[src/rtl/lsync_pkg.sv]
// Shared definitions for the long-preamble sync controller and its metric scorer.
package lsync_pkg;

   // Correlator output width and the scorer's result width (|I|+|Q| up to 128).
   localparam int unsigned CORR_W     = 7;
   localparam int unsigned METRIC_W   = 8;

   localparam logic [7:0]  THRESH_DEF = 8'd40;
   localparam int unsigned PERIOD_DEF = 64;
   localparam int unsigned CW_DEF     = 10;

   typedef enum logic [2:0] {
      StIdle    = 3'd0,
      StClear   = 3'd1,
      StSearch  = 3'd2,
      StRefine  = 3'd3,
      StWait2   = 3'd4,
      StSearch2 = 3'd5,
      StLocked  = 3'd6,
      StFail    = 3'd7
   } lsync_state_t;

endpackage

[src/rtl/lsync_metric.sv]
// Combinational |I|+|Q| scorer; inputs are widened before negation so -64 maps to +64.
module lsync_metric
   import lsync_pkg::*;
(
   input  logic signed [CORR_W-1:0] i_i_corr,
   input  logic signed [CORR_W-1:0] i_q_corr,
   output logic [METRIC_W-1:0]      o_metric
);

   logic [METRIC_W-1:0] w_i_ext;
   logic [METRIC_W-1:0] w_q_ext;
   logic [METRIC_W-1:0] w_i_abs;
   logic [METRIC_W-1:0] w_q_abs;

   assign w_i_ext = {{(METRIC_W-CORR_W){i_i_corr[CORR_W-1]}}, i_i_corr};
   assign w_q_ext = {{(METRIC_W-CORR_W){i_q_corr[CORR_W-1]}}, i_q_corr};

   // Two's-complement magnitude at the wider width.
   always_comb begin
      w_i_abs  = w_i_ext[METRIC_W-1] ? (~w_i_ext + METRIC_W'(1)) : w_i_ext;
      w_q_abs  = w_q_ext[METRIC_W-1] ? (~w_q_ext + METRIC_W'(1)) : w_q_ext;
      o_metric = w_i_abs + w_q_abs;
   end

endmodule

[src/rtl/lsync_peak_ctrl.sv]
// Long-preamble peak controller: finds and refines peak 1, confirms peak 2 one period later.
// Assumes REFINE_LEN >= 1 and TOL >= 1.
module lsync_peak_ctrl
   import lsync_pkg::*;
#(
   parameter logic [7:0]  THRESH     = THRESH_DEF,
   parameter int unsigned REFINE_LEN = 4,
   parameter int unsigned PERIOD     = PERIOD_DEF,
   parameter int unsigned TOL        = 2,
   parameter int unsigned MAX_WAIT   = 320,
   parameter int unsigned CW         = CW_DEF
) (
   input  logic                     CLK,
   input  logic                     RST_n,
   input  logic                     sync_start,
   input  logic                     corr_strobe,
   input  logic signed [CORR_W-1:0] I_corr,
   input  logic signed [CORR_W-1:0] Q_corr,
   output logic                     corr_enable,
   output logic                     corr_s_rst,
   output logic                     lock,
   output logic                     lock_strobe,
   output logic                     fail,
   output logic [CW-1:0]            peak_idx,
   output logic                     busy
);

   localparam int unsigned RW = $clog2(REFINE_LEN + 1);
   localparam int unsigned WW = $clog2(2 * TOL + 1);

   localparam logic [CW-1:0] WIN_OFS     = CW'(PERIOD - TOL);
   localparam logic [CW-1:0] LAST_SEARCH = CW'(MAX_WAIT - 1);
   localparam logic [RW-1:0] REF_LOAD    = RW'(REFINE_LEN);
   // The WAIT2 strobe is the first window sample, so SEARCH2 sees 2*TOL more.
   localparam logic [WW-1:0] WIN_LOAD    = WW'(2 * TOL);

   lsync_state_t        r_state,      w_state_nxt;
   logic [CW-1:0]       r_sample_cnt, w_cnt_nxt;
   logic [7:0]          r_max1,       w_max1_nxt;
   logic [CW-1:0]       r_idx1,       w_idx1_nxt;
   logic [7:0]          r_max2,       w_max2_nxt;
   logic [CW-1:0]       r_idx2,       w_idx2_nxt;
   logic [RW-1:0]       r_ref_cnt,    w_ref_nxt;
   logic [WW-1:0]       r_win_cnt,    w_win_nxt;
   logic                r_lock,       w_lock_nxt;
   logic                r_lock_strobe, w_lock_strobe_nxt;
   logic                r_fail,       w_fail_nxt;
   logic [CW-1:0]       r_peak_idx,   w_peak_idx_nxt;

   logic [METRIC_W-1:0] w_metric;
   logic                w_strobe;
   logic [CW-1:0]       w_cnt_inc;
   logic [CW-1:0]       w_win_start;
   logic [7:0]          w_max2_base;
   logic                w_take2;
   logic [7:0]          w_max2_new;
   logic [CW-1:0]       w_idx2_new;

   lsync_metric u_metric (
      .i_i_corr (I_corr),
      .i_q_corr (Q_corr),
      .o_metric (w_metric)
   );

   assign corr_enable = (r_state == StSearch) || (r_state == StRefine) ||
                        (r_state == StWait2)  || (r_state == StSearch2);
   assign corr_s_rst  = (r_state == StClear);
   assign busy        = (r_state != StIdle) && (r_state != StLocked) && (r_state != StFail);
   assign lock        = r_lock;
   assign lock_strobe = r_lock_strobe;
   assign fail        = r_fail;
   assign peak_idx    = r_peak_idx;

   assign w_strobe    = corr_strobe & corr_enable;
   assign w_cnt_inc   = (&r_sample_cnt) ? r_sample_cnt : r_sample_cnt + CW'(1);
   assign w_win_start = r_idx1 + WIN_OFS;

   // Peak-2 candidate: the window opens with max2 cleared, later samples need a strict increase.
   always_comb begin
      w_max2_base = (r_state == StWait2) ? 8'd0 : r_max2;
      w_take2     = (w_metric >= THRESH) && (w_metric > w_max2_base);
      w_max2_new  = w_take2 ? w_metric : w_max2_base;
      w_idx2_new  = w_take2 ? r_sample_cnt : r_idx2;
   end

   // Next-state and datapath update; sync_start overrides everything else.
   always_comb begin
      w_state_nxt       = r_state;
      w_cnt_nxt         = r_sample_cnt;
      w_max1_nxt        = r_max1;
      w_idx1_nxt        = r_idx1;
      w_max2_nxt        = r_max2;
      w_idx2_nxt        = r_idx2;
      w_ref_nxt         = r_ref_cnt;
      w_win_nxt         = r_win_cnt;
      w_lock_nxt        = r_lock;
      w_lock_strobe_nxt = 1'b0;
      w_fail_nxt        = r_fail;
      w_peak_idx_nxt    = r_peak_idx;

      if (sync_start) begin
         w_state_nxt    = StClear;
         w_lock_nxt     = 1'b0;
         w_fail_nxt     = 1'b0;
         w_peak_idx_nxt = '0;
         w_max1_nxt     = '0;
         w_max2_nxt     = '0;
         w_idx1_nxt     = '0;
         w_idx2_nxt     = '0;
      end else begin
         case (r_state)
            StClear: begin
               w_cnt_nxt   = '0;
               w_ref_nxt   = '0;
               w_win_nxt   = '0;
               w_state_nxt = StSearch;
            end
            StSearch: begin
               if (w_strobe) begin
                  w_cnt_nxt = w_cnt_inc;
                  if (w_metric >= THRESH) begin
                     w_max1_nxt  = w_metric;
                     w_idx1_nxt  = r_sample_cnt;
                     w_ref_nxt   = REF_LOAD;
                     w_state_nxt = StRefine;
                  end else if (r_sample_cnt == LAST_SEARCH) begin
                     w_fail_nxt  = 1'b1;
                     w_state_nxt = StFail;
                  end
               end
            end
            StRefine: begin
               if (w_strobe) begin
                  w_cnt_nxt = w_cnt_inc;
                  if (w_metric > r_max1) begin
                     w_max1_nxt = w_metric;
                     w_idx1_nxt = r_sample_cnt;
                  end
                  w_ref_nxt = r_ref_cnt - RW'(1);
                  if (r_ref_cnt == RW'(1)) begin
                     w_state_nxt = StWait2;
                  end
               end
            end
            StWait2: begin
               if (w_strobe) begin
                  w_cnt_nxt = w_cnt_inc;
                  if (r_sample_cnt == w_win_start) begin
                     w_max2_nxt  = w_max2_new;
                     w_idx2_nxt  = w_idx2_new;
                     w_win_nxt   = WIN_LOAD;
                     w_state_nxt = StSearch2;
                  end
               end
            end
            StSearch2: begin
               if (w_strobe) begin
                  w_cnt_nxt  = w_cnt_inc;
                  w_max2_nxt = w_max2_new;
                  w_idx2_nxt = w_idx2_new;
                  w_win_nxt  = r_win_cnt - WW'(1);
                  if (r_win_cnt == WW'(1)) begin
                     if (w_max2_new >= THRESH) begin
                        w_lock_nxt        = 1'b1;
                        w_lock_strobe_nxt = 1'b1;
                        w_peak_idx_nxt    = w_idx2_new;
                        w_state_nxt       = StLocked;
                     end else begin
                        w_fail_nxt  = 1'b1;
                        w_state_nxt = StFail;
                     end
                  end
               end
            end
            default: ;
         endcase
      end
   end

   // State and datapath registers.
   always_ff @(posedge CLK or negedge RST_n) begin
      if (!RST_n) begin
         r_state       <= StIdle;
         r_sample_cnt  <= '0;
         r_max1        <= '0;
         r_idx1        <= '0;
         r_max2        <= '0;
         r_idx2        <= '0;
         r_ref_cnt     <= '0;
         r_win_cnt     <= '0;
         r_lock        <= 1'b0;
         r_lock_strobe <= 1'b0;
         r_fail        <= 1'b0;
         r_peak_idx    <= '0;
      end else begin
         r_state       <= w_state_nxt;
         r_sample_cnt  <= w_cnt_nxt;
         r_max1        <= w_max1_nxt;
         r_idx1        <= w_idx1_nxt;
         r_max2        <= w_max2_nxt;
         r_idx2        <= w_idx2_nxt;
         r_ref_cnt     <= w_ref_nxt;
         r_win_cnt     <= w_win_nxt;
         r_lock        <= w_lock_nxt;
         r_lock_strobe <= w_lock_strobe_nxt;
         r_fail        <= w_fail_nxt;
         r_peak_idx    <= w_peak_idx_nxt;
      end
   end

endmodule

[config.mk]
export PLATFORM = sky130hd
export DESIGN_NAME = lsync_peak_ctrl
export DESIGN_NICKNAME = d
export VERILOG_FILES = /design/src/rtl/lsync_pkg.sv /design/src/rtl/lsync_metric.sv /design/src/rtl/lsync_peak_ctrl.sv
export SDC_FILE = /design/constraint.sdc
export NUM_CORES = 1
export LEC_CHECK = 0
export ABC_AREA = 1
export BUFFER_PORTS_ARGS = -buffer_cell sky130_fd_sc_hd__buf_4
export CAP_MARGIN = 20
export CORE_ASPECT_RATIO = 2
export CORE_MARGIN = 2
export CORE_UTILIZATION = 55
export DETAILED_ROUTE_END_ITERATION = 10
export GPL_ROUTABILITY_DRIVEN = 0
export HOLD_SLACK_MARGIN = 0.05
export PLACE_DENSITY = 0.76
export SYNTH_ARGS = -nofsm -noshare
export SYNTH_HDL_FRONTEND = slang
export SYNTH_HIERARCHICAL = 1
export SYNTH_SLANG_ARGS = --single-unit
export TNS_END_PERCENT = 10
[constraint.sdc]
create_clock -name CLK -period 3.8 [get_ports CLK]
set_clock_uncertainty 0.15 [all_clocks]
set_input_delay 0.95 -clock CLK [delete_from_list [all_inputs] [get_ports CLK]]
set_output_delay 0.95 -clock CLK [all_outputs]
set_load 0.1 [all_outputs]
==> metrics.csv, run 1 <==
metric;value;unit
status;complete, but fails checks;
failed_checks;setup timing;
fmax;249;MHz
power_leakage;3.05;nW
grt_overflow;0;
dr.pass1.iters;5;
cts_max_level;3;
yosys_warnings;6;
io_pins;34;
portBuffers;33;
crit_type;in2reg;
cts.sinks;68;
num_rows;48;
cts_tree;yes;
hold_depth;2;
clk_path_buf_depth;2;
initial_core_util;0.570;
wl;14400;µm
worstPathMaxFanout;7;
drt-vias-per-instance;5.83;
hpwlAfterDp;9960;µm
ir_worst_vdd;0.000332;V
die_h;138;µm
die_w;70.9;µm
ff2ff_path_depth;21;
synthesis.nets;725;
power;4.03;mW
synth-async-reset-ratio;1.00;
worst_ep_required_time;3.87;ns
hp-class;reg2reg;
antenna_left;0;
synth_edf_count;0;
layout-drive-gt1-share;0.323;
yosysSeqAreaShare;0.345;
route.detailed.drc;0;
dieArea;0.00978;mm²
clockRootBuffer;clkbuf_16;
power.density;627;mW/mm²
num_vias;5021;
wl_per_cell;16.7;µm
ys_types;48;
grt_max_degree;69;
syn_inst;673;
antenna_found_initial;0;
ctsHoldBuffers;0;
maxCapViolations;0;
grt_pass1_vias;4906;
cts_made_buffers;9;
n_antenna_cell;0;
rsz0062_at_grt;true;
maxSlewViolCount;0;
clkTransAtPathRegs;0.06;ns
final_hold_viol_count;0;
nNetsFinal;808;
stdcell_count;861;
first_iter_violations;389;
coreArea;0.00865;mm²
fin_crit_sh;1.06;
max_slew_margin;0.414;
fin_crit;4.02;ns
area_delta_synth_final;30.5;%
layout_setup_ws;-0.216;ns
setup.worst_path.start_class;input port;
endpoint_kind;flip-flop;
dp_cells;831;
grt_pass1_wl;22000;µm
worstMarginPinSlew;0.879;ns
netlist_area;0.00493;mm²
synth_area_per_cell;7.32;µm²
synth_flop_cell;dfrtp_1;
synth_seq_cells;68;
clk_latency;0.34;ns
fillers;608;
setup_viol;39;
grt_use_total;0.284;
cp_data_arrival_time;4.09;ns
==> cell families (layout without fill, tap and decap cells) <==
family,Yosys count,count (layout),share of synthesized area
buffers and inverters,113,201,0.102
AOI/OAI and AO/OA,112,112,0.130
xor gates and xnor gates,24,24,0.0427
DFF,68,68,0.345
adders and majority gates,34,34,0.0879
and+or+nand+nor,322,322,0.293
==> worst max-delay path, cell delays in order <==
cell	delay, ns
buf_8	0.10
inv_6	0.05
ha_4	0.15
nor2_4	0.04
xor2_1	0.15
ha_1	0.34
or2_1	0.26
nand3_2	0.10
nand2_2	0.07
nand2_2	0.07
nand2_2	0.10
ha_4	0.31
nand2_4	0.07
nor2_4	0.13
nand2_1	0.08
nand2_2	0.13
inv_4	0.08
nand3b_1	0.19
nand2_2	0.09
nand2_2	0.11
nand2_4	0.07
nand2_4	0.08
nand2_4	0.07
buf_6	0.16
nand3_1	0.07
nand2_1	0.06
==> power by group <==
| group | leakage (nW) | internal, mW | switching, mW |
|---|---|---|---|
| combinational | 1.97 | 0.836 | 1.41 |
| sequential | 0.928 | 0.843 | 0.0994 |
| clock | 0.153 | 0.525 | 0.323 |
| total | 3.05 | 2.20 | 1.83 |
==> area by class of cell <==
| cell class | instances | area (µm²) | area share |
|---|---|---|---|
| inverter | 95 | 377 | 0.0586 |
| multi-input combinational | 492 | 3200 | 0.497 |
| clock inverter | 6 | 62.6 | 0.00973 |
| sequential | 68 | 1700 | 0.265 |
| tap | 100 | 125 | 0.0195 |
| clock buffer | 10 | 239 | 0.0372 |
| timing repair buffer | 90 | 729 | 0.113 |
==> path summary, 6_finish.rpt <==
| path | startpoint | slack (ns) | endpoint |
|---|---|---|---|
| max reg2reg | r_state[1]$_DFFE_PN0P_ | 0.58 | peak_idx[9]$_DFFE_PN0P_ |
| min in group asynchronous | RST_n | 0.57 | r_idx1[3]$_DFFE_PN0P_ |
| max | Q_corr[0] | -0.22 | peak_idx[9]$_DFFE_PN0P_ |
| max in group asynchronous | RST_n | 2.34 | r_max2[6]$_DFFE_PN0P_ |
| min reg2reg | r_max1[4]$_DFFE_PN0P_ | 0.34 | r_max1[4]$_DFFE_PN0P_ |
| min | r_max1[4]$_DFFE_PN0P_ | 0.34 | r_max1[4]$_DFFE_PN0P_ |
==> cells in the final DEF, fill, tap and decap left out, types with 2 or more instances in the layout <==
cell | synthesis | routed
ha_1 | 33 | 25
dfrtp_1 | 68 | 68
nand3_1 | 45 | 35
inv_4 | 0 | 4
buf_6 | 4 | 9
a31oi_1 | 2 | 2
nand3_2 | 4 | 14
xnor2_2 | 0 | 4
nor4_2 | 2 | 2
ha_4 | 0 | 8
nand2_4 | 3 | 15
inv_2 | 18 | 19
nand2_1 | 187 | 159
nand3b_1 | 4 | 4
a21oi_1 | 33 | 21
buf_4 | 2 | 79
nor2_1 | 41 | 31
xnor2_1 | 10 | 6
nand2_2 | 8 | 23
o21ai_1 | 6 | 7
xor2_1 | 14 | 14
o31ai_1 | 3 | 3
nor3_1 | 8 | 8
a21oi_2 | 1 | 10
nor3_2 | 3 | 3
nor2_2 | 4 | 8
clkbuf_16 | 0 | 9
inv_1 | 76 | 70
inv_6 | 0 | 3
nand4_1 | 8 | 8
o21ai_2 | 7 | 13
a21oi_4 | 0 | 3
o21ai_0 | 51 | 44
clkinv_2 | 0 | 3
nor2_4 | 1 | 7
o21a_1 | 2 | 2
==> timing repair <==
action / CTS / global route
buffers inserted: 7 / 7
pin swaps: 17 / 56
setup endpoints to repair: 17 / 48
gates cloned: 0 / 0
gates resized for setup: 23 / 82
==> layer usage <==
metal	vias to the layer above	global-route usage	share of wire
li1	2346	-	-
met1	2380	0.283	0.33
met2	202	0.530	0.54
met3	93	0.0378	0.041
met4	0	0.199	0.084
met5	-	0	0
==> synthesized netlist by cell type (4+ instances only) <==
cell type,instances,area share
xor2_1,14,0.025
o21ai_2,7,0.012
nand3_1,45,0.046
inv_2,18,0.014
nand3_2,4,0.0081
nand3b_1,4,0.0061
nand4_1,8,0.010
dfrtp_1,68,0.35
nand2_2,8,0.010
ha_1,33,0.084
xnor2_1,10,0.018
nor3_1,8,0.0081
nor2_1,41,0.031
inv_1,76,0.058
o21ai_1,6,0.0061
o21ai_0,51,0.052
nor2_2,4,0.0051
a21oi_1,33,0.034
clkbuf_1,4,0.0030
buf_6,4,0.0091
nand2_1,187,0.14
==> sequential cells by signal (all words and copies together) (netlist names) <==
| register | count |
|---|---|
| r_ref_cnt | 3 |
| r_idx2 | 10 |
| r_idx1 | 10 |
| fail | 1 |
| r_max1 | 8 |
| peak_idx | 10 |
| r_sample_cnt | 10 |
| r_state | 3 |
| r_max2 | 8 |
| lock_strobe | 1 |
| r_win_cnt | 3 |
| lock | 1 |
==> per-stage QoR <==
step	setup WS (ns)	cell area [µm²]	setup TNS (ns)	util	hold slack, ns
6_report	-0.216	6430	-3.85	0.744	0.335
4_1_cts	-0.00540	6090	-0.00890	0.704	0.341
5_1_grt	-0.354	6430	-9.79	0.744	0.367
3_3_place_gp	-0.367	5630	-11.32	0.651	0.319
2_1_floorplan	0.00583	5070	0	-	0.303
3_5_place_dp	-0.540	5630	-17.62	0.651	0.328
No activity file was read; power rests on OpenSTA's default activity.
==> run 2, diff against run 1 <==
--- a/config.mk
+++ b/config.mk
@@ -10,11 +10,11 @@
 export CAP_MARGIN = 20
 export CORE_ASPECT_RATIO = 2
 export CORE_MARGIN = 2
-export CORE_UTILIZATION = 55
+export CORE_UTILIZATION = 47
 export DETAILED_ROUTE_END_ITERATION = 10
 export GPL_ROUTABILITY_DRIVEN = 0
 export HOLD_SLACK_MARGIN = 0.05
-export PLACE_DENSITY = 0.76
+export PLACE_DENSITY = 0.67
 export SYNTH_ARGS = -nofsm -noshare
 export SYNTH_HDL_FRONTEND = slang
 export SYNTH_HIERARCHICAL = 1
==> constraint.sdc (replaced) <==
create_clock -name CLK -period 5 [get_ports CLK]
set_clock_uncertainty 0.15 [all_clocks]
set_input_delay 1.25 -clock CLK [delete_from_list [all_inputs] [get_ports CLK]]
set_output_delay 1.25 -clock CLK [all_outputs]
set_load 0.1 [all_outputs]
==> metrics.csv, run 2 (synthesized netlist as in run 1, its figures left out) <==
metric;value;unit;change
clk_latency;0.33;ns;about the same
antenna_found_initial;0;;unchanged
grt_pass1_wl;20000;µm;-9.2%
pre_cts_ws;0.0389;ns;+0.579 ns
fin_crit_sh;0.916;;
die_h;149;µm;+7.9%
grt_max_degree;69;;unchanged
first_iter_violations;208;;-47%
clkTransAtPathRegs;0.06;ns;about the same
ir_worst_vdd;0.000207;V;-38%
layout-drive-gt1-share;0.156;;-0.167
worstMarginPinSlew;0.932;ns;+0.0524 ns
finalInstanceArea;0.00557;mm²;-13%
setup.worst_path.start_class;input port;;
die_w;76.4;µm;+7.7%
grt_overflow;0;;unchanged
cts.sinks;68;;unchanged
io_pins;34;;unchanged
hp-class;reg2reg;;
fin_setup_tns;0;ns;+3.85 ns
portBuffers;33;;unchanged
status;finished clean;;
dieArea;0.0114;mm²;+16%
endpoint_kind;flip-flop;;
dr.pass1.iters;4;;-1
fmax;218;MHz;
num_vias;4478;;-11%
final_common_cell;nand2_1;;
route.detailed.drc;0;;unchanged
area_delta_synth_final;13.1;%;
clockRootBuffer;clkbuf_16;;
maxSlewViolCount;0;;unchanged
fillers;986;;+62%
crit_type;in2reg;;
cts_made_buffers;9;;unchanged
coreArea;0.0101;mm²;+17%
drt-vias-per-instance;5.29;;-9.2%
cts_tree;yes;;
final_hold_viol_count;0;;unchanged
setup_viol;0;;-100%
grt_use_total;0.220;;-0.0639
n_antenna_cell;0;;unchanged
cts_max_level;3;;unchanged
cp_data_arrival_time;4.69;ns;+0.60 ns
fin_crit;4.58;ns;
max_slew_margin;0.379;;-0.0349
worst_ep_required_time;5.12;ns;+1.25 ns
wl;11800;µm;-18%
mostFrequentLayoutCells;nand2_1 (187), inv_1 (76), dfrtp_1 (68);;
clk_path_buf_depth;2;;unchanged
layout_setup_ws;0.422;ns;+0.638 ns
antenna_left;0;;unchanged
ctsHoldBuffers;0;;unchanged
nNetsFinal;758;;-6.2%
worstPathMaxFanout;9;;+2
postPlaceCellArea;0.00527;mm²;-6.5%
power_leakage;2.69;nW;-12%
initial_core_util;0.485;;-0.0843
grt_pass1_vias;4534;;-7.6%
wl_per_cell;14.0;µm;-16%
power.density;455;mW/mm²;-27%
maxCapViolations;0;;unchanged
hpwlAfterDp;9180;µm;-7.9%
post-route-util;0.549;;-0.195
num_rows;52;;+8.3%
==> run 2: layer usage <==
layer	global-route usage	wire length (µm)	up-vias
met3	0.0321	320	48
met4	0.143	695	0
li1	-	-	2239
met2	0.430	6510	110
met1	0.208	4310	2081
met5	0	0	-
==> run 2: path summary, 6_finish.rpt <==
path	start	endpoint	slack [ns]	cells past startpoint
min in group asynchronous	RST_n	r_idx1[3]$_DFFE_PN0P_	0.86	1
setup / recovery	I_corr[0]	peak_idx[8]$_DFFE_PN0P_	0.42	25
setup reg to reg	r_state[2]$_DFFE_PN0P_	peak_idx[8]$_DFFE_PN0P_	1.94	20
hold / removal	r_max1[2]$_DFFE_PN0P_	r_max1[2]$_DFFE_PN0P_	0.34	2
max in group asynchronous	RST_n	r_max2[1]$_DFFE_PN0P_	3.24	1
hold reg to reg	r_max1[2]$_DFFE_PN0P_	r_max1[2]$_DFFE_PN0P_	0.34	2
==> run 2: area by class of cell <==
class,count,area (µm²),share of cell area
multi-input combinational,492,2730,0.490
sequential,68,1700,0.305
inverter,95,357,0.0640
timing repair buffer,40,313,0.0562
tap,135,169,0.0303
clock inverter,6,63.8,0.0115
clock buffer,10,239,0.0429
==> run 2: what timing repair did <==
action	CTS	global route
setup buffers	0	0
resized for setup	0	1
setup endpoints to repair	0	7
==> run 2: per-stage QoR <==
stage               hold slack, ns  std cells  power, mW
floorplan                    0.303        673       1.62
global placement             0.317        830       1.87
detailed placement           0.328        830       1.90
CTS                          0.341        846       2.55
global route                 0.364        846       2.72
finish                       0.335        846       2.54
==> run 2: power breakdown <==
part	switching (mW)	leakage (nW)	internal [mW]	total (mW)
combinational	0.814	1.61	0.371	1.18
sequential	0.0740	0.928	0.640	0.714
clock	0.239	0.144	0.398	0.637
total	1.13	2.69	1.41	2.54
==> run 2: worst max-delay path: stages <==
cell	delay, ns
buf_4	0.10
inv_1	0.06
ha_1	0.22
nor2_1	0.13
xor2_1	0.19
ha_1	0.29
or2_1	0.27
nand3_2	0.09
nand2_2	0.05
nand2_1	0.06
nand2_1	0.12
ha_1	0.35
nand2_1	0.09
nor2_2	0.15
nand2_1	0.08
nand2_1	0.13
nand2_2	0.13
nand2_1	0.08
nand2_1	0.06
nor2_1	0.19
nand2_2	0.09
nand2_2	0.12
buf_4	0.19
nand3_1	0.09
nand2_1	0.10
